### config.mk
export PLATFORM = sky130hd
export DESIGN_NAME = power_sequencer
export DESIGN_NICKNAME = d
export VERILOG_FILES = /design/src/rtl/power_sequencer.sv
export SDC_FILE = /design/constraint.sdc
export NUM_CORES = 1
export LEC_CHECK = 0
export BUFFER_PORTS_ARGS = -buffer_cell sky130_fd_sc_hd__clkbuf_2
export CORE_MARGIN = 5
export CORE_UTILIZATION = 63
export DETAILED_ROUTE_END_ITERATION = 10
export PLACE_DENSITY_LB_ADDON = 0.05
export SLEW_MARGIN = 0
export SYNTH_ARGS = -nofsm -noshare
export SYNTH_HDL_FRONTEND = slang
export SYNTH_SLANG_ARGS = --single-unit
### constraint.sdc
create_clock -name clk -period 6 [get_ports clk]
set_input_delay 1.2 -clock clk [delete_from_list [all_inputs] [get_ports clk]]
set_output_delay 1.2 -clock clk [all_outputs]
set_load 0.02 [all_outputs]
### src/rtl/power_sequencer.sv
// Power-up sequencer: raises per-stage enables in order, waits for each
// stage's ready acknowledge with a settle delay and timeout, retries the
// whole sequence a bounded number of times and latches a fault otherwise.
module power_sequencer #(
    parameter int unsigned NUM_STAGES  = 4,
    parameter int unsigned OFF_CYCLES  = 62,
    parameter int unsigned STAGE_DELAY = 16,
    parameter int unsigned TIMEOUT     = 1000,
    parameter int unsigned MAX_RETRY   = 3
) (
    input  logic                  clk,
    input  logic                  rst,
    input  logic                  restart,
    input  logic [NUM_STAGES-1:0] rdy,
    output logic [NUM_STAGES-1:0] en,
    output logic                  all_ready,
    output logic                  busy,
    output logic                  fault,
    output logic [7:0]            fault_stage,
    output logic [7:0]            retry_cnt
);

    localparam int unsigned STAGE_W = (NUM_STAGES > 1) ? $clog2(NUM_STAGES) : 1;
    localparam int unsigned CNT_W   = 32;
    localparam int unsigned OUT_W   = 8;

    typedef enum logic [2:0] {
        S_OFF,
        S_DELAY,
        S_WAIT,
        S_RUN,
        S_FAULT
    } state_e;

    state_e                  state_q, state_d;
    logic [STAGE_W-1:0]      stage_q, stage_d;
    logic [CNT_W-1:0]        cnt_q, cnt_d;
    logic [OUT_W-1:0]        retry_q, retry_d;
    logic [OUT_W-1:0]        fault_stage_q, fault_stage_d;
    logic [NUM_STAGES-1:0]   en_q, en_d;
    logic                    all_ready_q, all_ready_d;
    logic                    busy_q, busy_d;
    logic                    fault_q, fault_d;

    // State, counters and registered outputs
    always_ff @(posedge clk) begin
        if (rst) begin
            state_q       <= S_OFF;
            stage_q       <= '0;
            cnt_q         <= '0;
            retry_q       <= '0;
            fault_stage_q <= '0;
            en_q          <= '0;
            all_ready_q   <= 1'b0;
            busy_q        <= 1'b1;
            fault_q       <= 1'b0;
        end else begin
            state_q       <= state_d;
            stage_q       <= stage_d;
            cnt_q         <= cnt_d;
            retry_q       <= retry_d;
            fault_stage_q <= fault_stage_d;
            en_q          <= en_d;
            all_ready_q   <= all_ready_d;
            busy_q        <= busy_d;
            fault_q       <= fault_d;
        end
    end

    // Next-state logic; enables only ever grow by one bit or clear entirely
    always_comb begin
        state_d       = state_q;
        stage_d       = stage_q;
        cnt_d         = cnt_q;
        retry_d       = retry_q;
        fault_stage_d = fault_stage_q;
        en_d          = en_q;

        if (restart) begin
            state_d = S_OFF;
            stage_d = '0;
            cnt_d   = '0;
            retry_d = '0;
            en_d    = '0;
        end else begin
            case (state_q)
                S_OFF: begin
                    en_d = '0;
                    if (cnt_q == CNT_W'(OFF_CYCLES - 1)) begin
                        en_d    = NUM_STAGES'(1);
                        stage_d = '0;
                        cnt_d   = '0;
                        state_d = S_DELAY;
                    end else begin
                        cnt_d = cnt_q + CNT_W'(1);
                    end
                end
                S_DELAY: begin
                    if (cnt_q == CNT_W'(STAGE_DELAY - 1)) begin
                        cnt_d   = '0;
                        state_d = S_WAIT;
                    end else begin
                        cnt_d = cnt_q + CNT_W'(1);
                    end
                end
                S_WAIT: begin
                    // ready is checked before timeout so a same-edge ready wins
                    if (rdy[stage_q]) begin
                        cnt_d = '0;
                        if (stage_q == STAGE_W'(NUM_STAGES - 1)) begin
                            state_d = S_RUN;
                        end else begin
                            en_d    = (en_q << 1) | NUM_STAGES'(1);
                            stage_d = stage_q + STAGE_W'(1);
                            state_d = S_DELAY;
                        end
                    end else if (cnt_q == CNT_W'(TIMEOUT - 1)) begin
                        fault_stage_d = OUT_W'(stage_q);
                        en_d          = '0;
                        cnt_d         = '0;
                        stage_d       = '0;
                        if (retry_q < OUT_W'(MAX_RETRY)) begin
                            retry_d = retry_q + OUT_W'(1);
                            state_d = S_OFF;
                        end else begin
                            state_d = S_FAULT;
                        end
                    end else begin
                        cnt_d = cnt_q + CNT_W'(1);
                    end
                end
                S_RUN: begin
                    // losing any ready in RUN starts a fresh sequence, not a retry
                    if (!(&rdy)) begin
                        en_d    = '0;
                        retry_d = '0;
                        stage_d = '0;
                        cnt_d   = '0;
                        state_d = S_OFF;
                    end
                end
                S_FAULT: begin
                    en_d = '0;
                end
                default: begin
                    en_d    = '0;
                    stage_d = '0;
                    cnt_d   = '0;
                    state_d = S_OFF;
                end
            endcase
        end

        all_ready_d = (state_d == S_RUN);
        busy_d      = (state_d == S_OFF) || (state_d == S_DELAY) || (state_d == S_WAIT);
        fault_d     = (state_d == S_FAULT);
    end

    assign en          = en_q;
    assign all_ready   = all_ready_q;
    assign busy        = busy_q;
    assign fault       = fault_q;
    assign fault_stage = fault_stage_q;
    assign retry_cnt   = retry_q;

endmodule

==> results_dict.tcl <==
set metrics [dict create \
    status "complete, no violations" \
    hold_path_class "flop to flop" \
    r2r_setup_slack_ns 3.19 \
    start_util_pct 63.8 \
    multi_input_area_um2 1770 \
    fin_skew_ns 0.00596 \
    reg2reg_depth 6 \
    worst_setup_path_start_kind "input pin" \
    gp_congestion 0.957 \
    final_cell_mix "54 x dfxtp_1, 44 x nand2_1, 35 x nand3_1" \
    core_area_um2 4630 \
    synth_xor_xnor_area_share_pct 0.593 \
    die_area_um2 6160 \
    insertion_delay_ns 0.31 \
    grt_pass1_vias 2616 \
    ys_warn_count 0 \
    seq_area_um2 1080 \
    post_cts_resize_count 0 \
    critPathLaunch "rdy[3]" \
    power_uw 621 \
    setup_viol 0 \
    yosys-mux-area-fraction_pct 1.78 \
    synth_top_area_share_pct 36.6 \
    comb_power_share_pct 2.7 \
    h-tree-depth 2 \
    overflow 0 \
    vias 2797 \
    grt_first_pass_wirelength_um 12000 \
    timing.rr.start "stage_q[0]" \
    drc 0 \
    dr_wl_met3_um 357 \
    ctsHoldBuffers 0 \
    p_sw_share_pct 21.5 \
    maxSlewHeadroom_pct 49.3 \
    min_period_over_period_pct 54.9 \
    drive_above_1_share_pct 11.5 \
    vias_per_cell 6.26 \
    path_max_fanout 18 \
    max_freq_mhz 304 \
    tritoncts "done" \
    syn_avg_cell_area_um2 7.77 \
    synth_top_family_by_area "simple AND/OR/NAND/NOR gates" \
    yosysTopAreaCell "dfxtp_1" \
    synth-compound-area-share_pct 17.4 \
    cp-end-kind "flop" \
    postRouteAntennaNets 0 \
    dr.pass1.iters 4 \
    clk_pin_slew_worst_paths_ns 0.09 \
    power.internal_uw 488 \
    wl_per_cell_um 15.7 \
    synth_cell_type_count 50 \
    antenna_cells 0 \
    place_hpwl_um 4830 \
    worst_slew_pin_slew_ns 0.760 \
    clockPowerShare_pct 39.4 \
    fill_cells 419 \
    hold_viol_final 0 \
    post_cts_buffers 0 \
    tns_ns 0 \
    wl_met2_um 3390 \
    clockBufferDepth 2 \
    timing.final.max_slew_violations 0 \
    crit_end "cnt_q[30]" \
    synthTopCellsByArea "dfxtp_1 37%, nand3_1 5.9%, nand2_1 5.6%" \
    dp.cells 439 \
    finalNetCount 403 \
    worstSetupPathType "input pin to flop" \
    synth_edf_count 0 \
    cellPowerDensity_nw_per_um2 196 \
    groute.usage.overall_pct 23.6 \
    drt_iter0_drc 207 \
    grt_max_degree 38 \
    antenna_found_initial 0 \
    final_common_cell "dfxtp_1" \
    top_layer "met4" \
    ys_ff_latch 54 \
    seq_power_share_pct 57.9 \
    ir_worst_vdd_mv 0.0963 \
    maxCapViolCount 0 \
    io_pins 30 \
    syn_inst 380 \
    fp-row-count 25 \
    async_reset_ff_share_pct 0 \
    port_buffers 23 \
    seq_area_frac_synth_pct 36.6 \
    m1WireLength_um 3170 \
    instances_no_fill 447 \
    cts_sinks 54 \
    arrival_ns 3.52 \
    drt-total-wl_um 7000 \
    yosys.area_share.adder_pct 1.69 \
    post-route-min-period_ns 3.29 \
    cts_buffers 5 \
    clock-root-buffer "clkbuf_8" \
    area_growth_pct 7.50 \
    synth-simple-area-share_pct 37.0 \
    netlist_area_um2 2950 \
    p_switching_uw 133 \
    synth_ff_type "dfxtp_1" \
    p_leak_nw 1.08 \
    die_y_um 78.5 \
    regToRegEndpoint "cnt_q[30]" \
    die_x_um 78.5 \
    critical_path_required_ns 6.23 \
    rsz0062_at_grt "false" \
]
kinds of logic (layout without fill, tap and decap cells):
| kind of cell | after synthesis | after routing |
|---|---|---|
| and+or+nand+nor | 206 | 206 |
| adders and majority gates | 4 | 4 |
| AOI/OAI and AO/OA | 79 | 79 |
| buffers and inverters | 30 | 38 |
| other | 1 | 6 |
| DFF | 54 | 54 |
| muxes | 4 | 4 |
| xor gates and xnor gates | 2 | 2 |
critical path, stage by stage:
cell and delay [ns]:
clkbuf_2 0.09, mux4_2 0.53, or3_1 0.48, o22a_1 0.32, o31a_4 0.21, or4_1 0.53
a31oi_1 0.17
metrics by stage:
step	setup WS [ns]	cell area, um2	hold WS [ns]	util, %
after floorplan	2.71	2970	0.473	-
after global placement	2.48	3060	0.443	66.2
after detailed placement	2.40	3060	0.461	66.2
after CTS	2.73	3170	0.474	68.6
after global routing	2.62	3170	0.510	68.6
final	2.71	3170	0.473	68.6
cell type report:
class / instances / area share (%)
multi-input combinational: 301 / 55.7
sequential: 54 / 34.1
timing repair buffer: 25 / 4.10
clock buffer: 6 / 2.29
tap: 54 / 2.13
clock inverter: 2 / 1.18
inverter: 5 / 0.591
power groups by stage:
stage,Combinational [mW],Clock [mW],Sequential [mW]
CTS,0.0168,0.248,0.360
floorplan,0.0149,0,0.368
finish,0.0170,0.245,0.360
global route,0.0188,0.266,0.360
global placement,0.0163,0,0.368
detailed placement,0.0165,0,0.368
sequential cells by signal, indices dropped and copies added (netlist names):
| signal | cells |
|---|---|
| en | 4 |
| busy | 1 |
| fault_stage | 2 |
| stage_q | 2 |
| fault | 1 |
| retry_cnt | 8 |
| all_ready | 1 |
| state_q | 3 |
| cnt_q | 32 |
Yosys cell counts (2+ instances only):
cell and instances:
clkbuf_1 14, and4_1 2, or4_1 12, and3_1 3
nand4b_1 4, o21ai_0 14, nand3b_1 3, nand2b_1 3
ha_1 4, and2_1 14, o211ai_1 5, nor3_1 7
buf_4 6, a31oi_1 15, mux2i_1 3, a21oi_1 20
a211oi_1 2, nand3_1 35, o21a_1 2, or2_2 4
nor2_1 30, buf_2 5, o21ai_1 2, nor4_1 10
o31ai_1 2, inv_1 5, o21ba_2 2, a21o_1 3
dfxtp_1 54, nand2_1 44, nor3b_1 2, or3_1 18
nor2b_1 4, o2111ai_1 3, nand4_1 9
metal layers:
| metal | vias up | global-route usage, % |
|---|---|---|
| met4 | 0 | 7.17 |
| met2 | 75 | 40.3 |
| met5 | - | 0 |
| met3 | 10 | 4.36 |
| li1 | 1416 | - |
| met1 | 1296 | 30.1 |
worst min-delay path by stage:
| stage | endpoint | depth (start not counted) | slack [ns] | from |
|---|---|---|---|---|
| 2_1_floorplan | cnt_q[4] | 2 | 0.47 | cnt_q[4] |
| 3_3_place_gp | en[3] | 2 | 0.44 | en[3] |
| 3_5_place_dp | en[3] | 2 | 0.46 | en[3] |
| 4_1_cts | en[3] | 2 | 0.47 | en[3] |
| 5_1_grt | retry_cnt[4] | 1 | 0.51 | retry_cnt[4] |
| 6_report | en[3] | 2 | 0.47 | en[3] |
(Power assumes the default switching activity.)
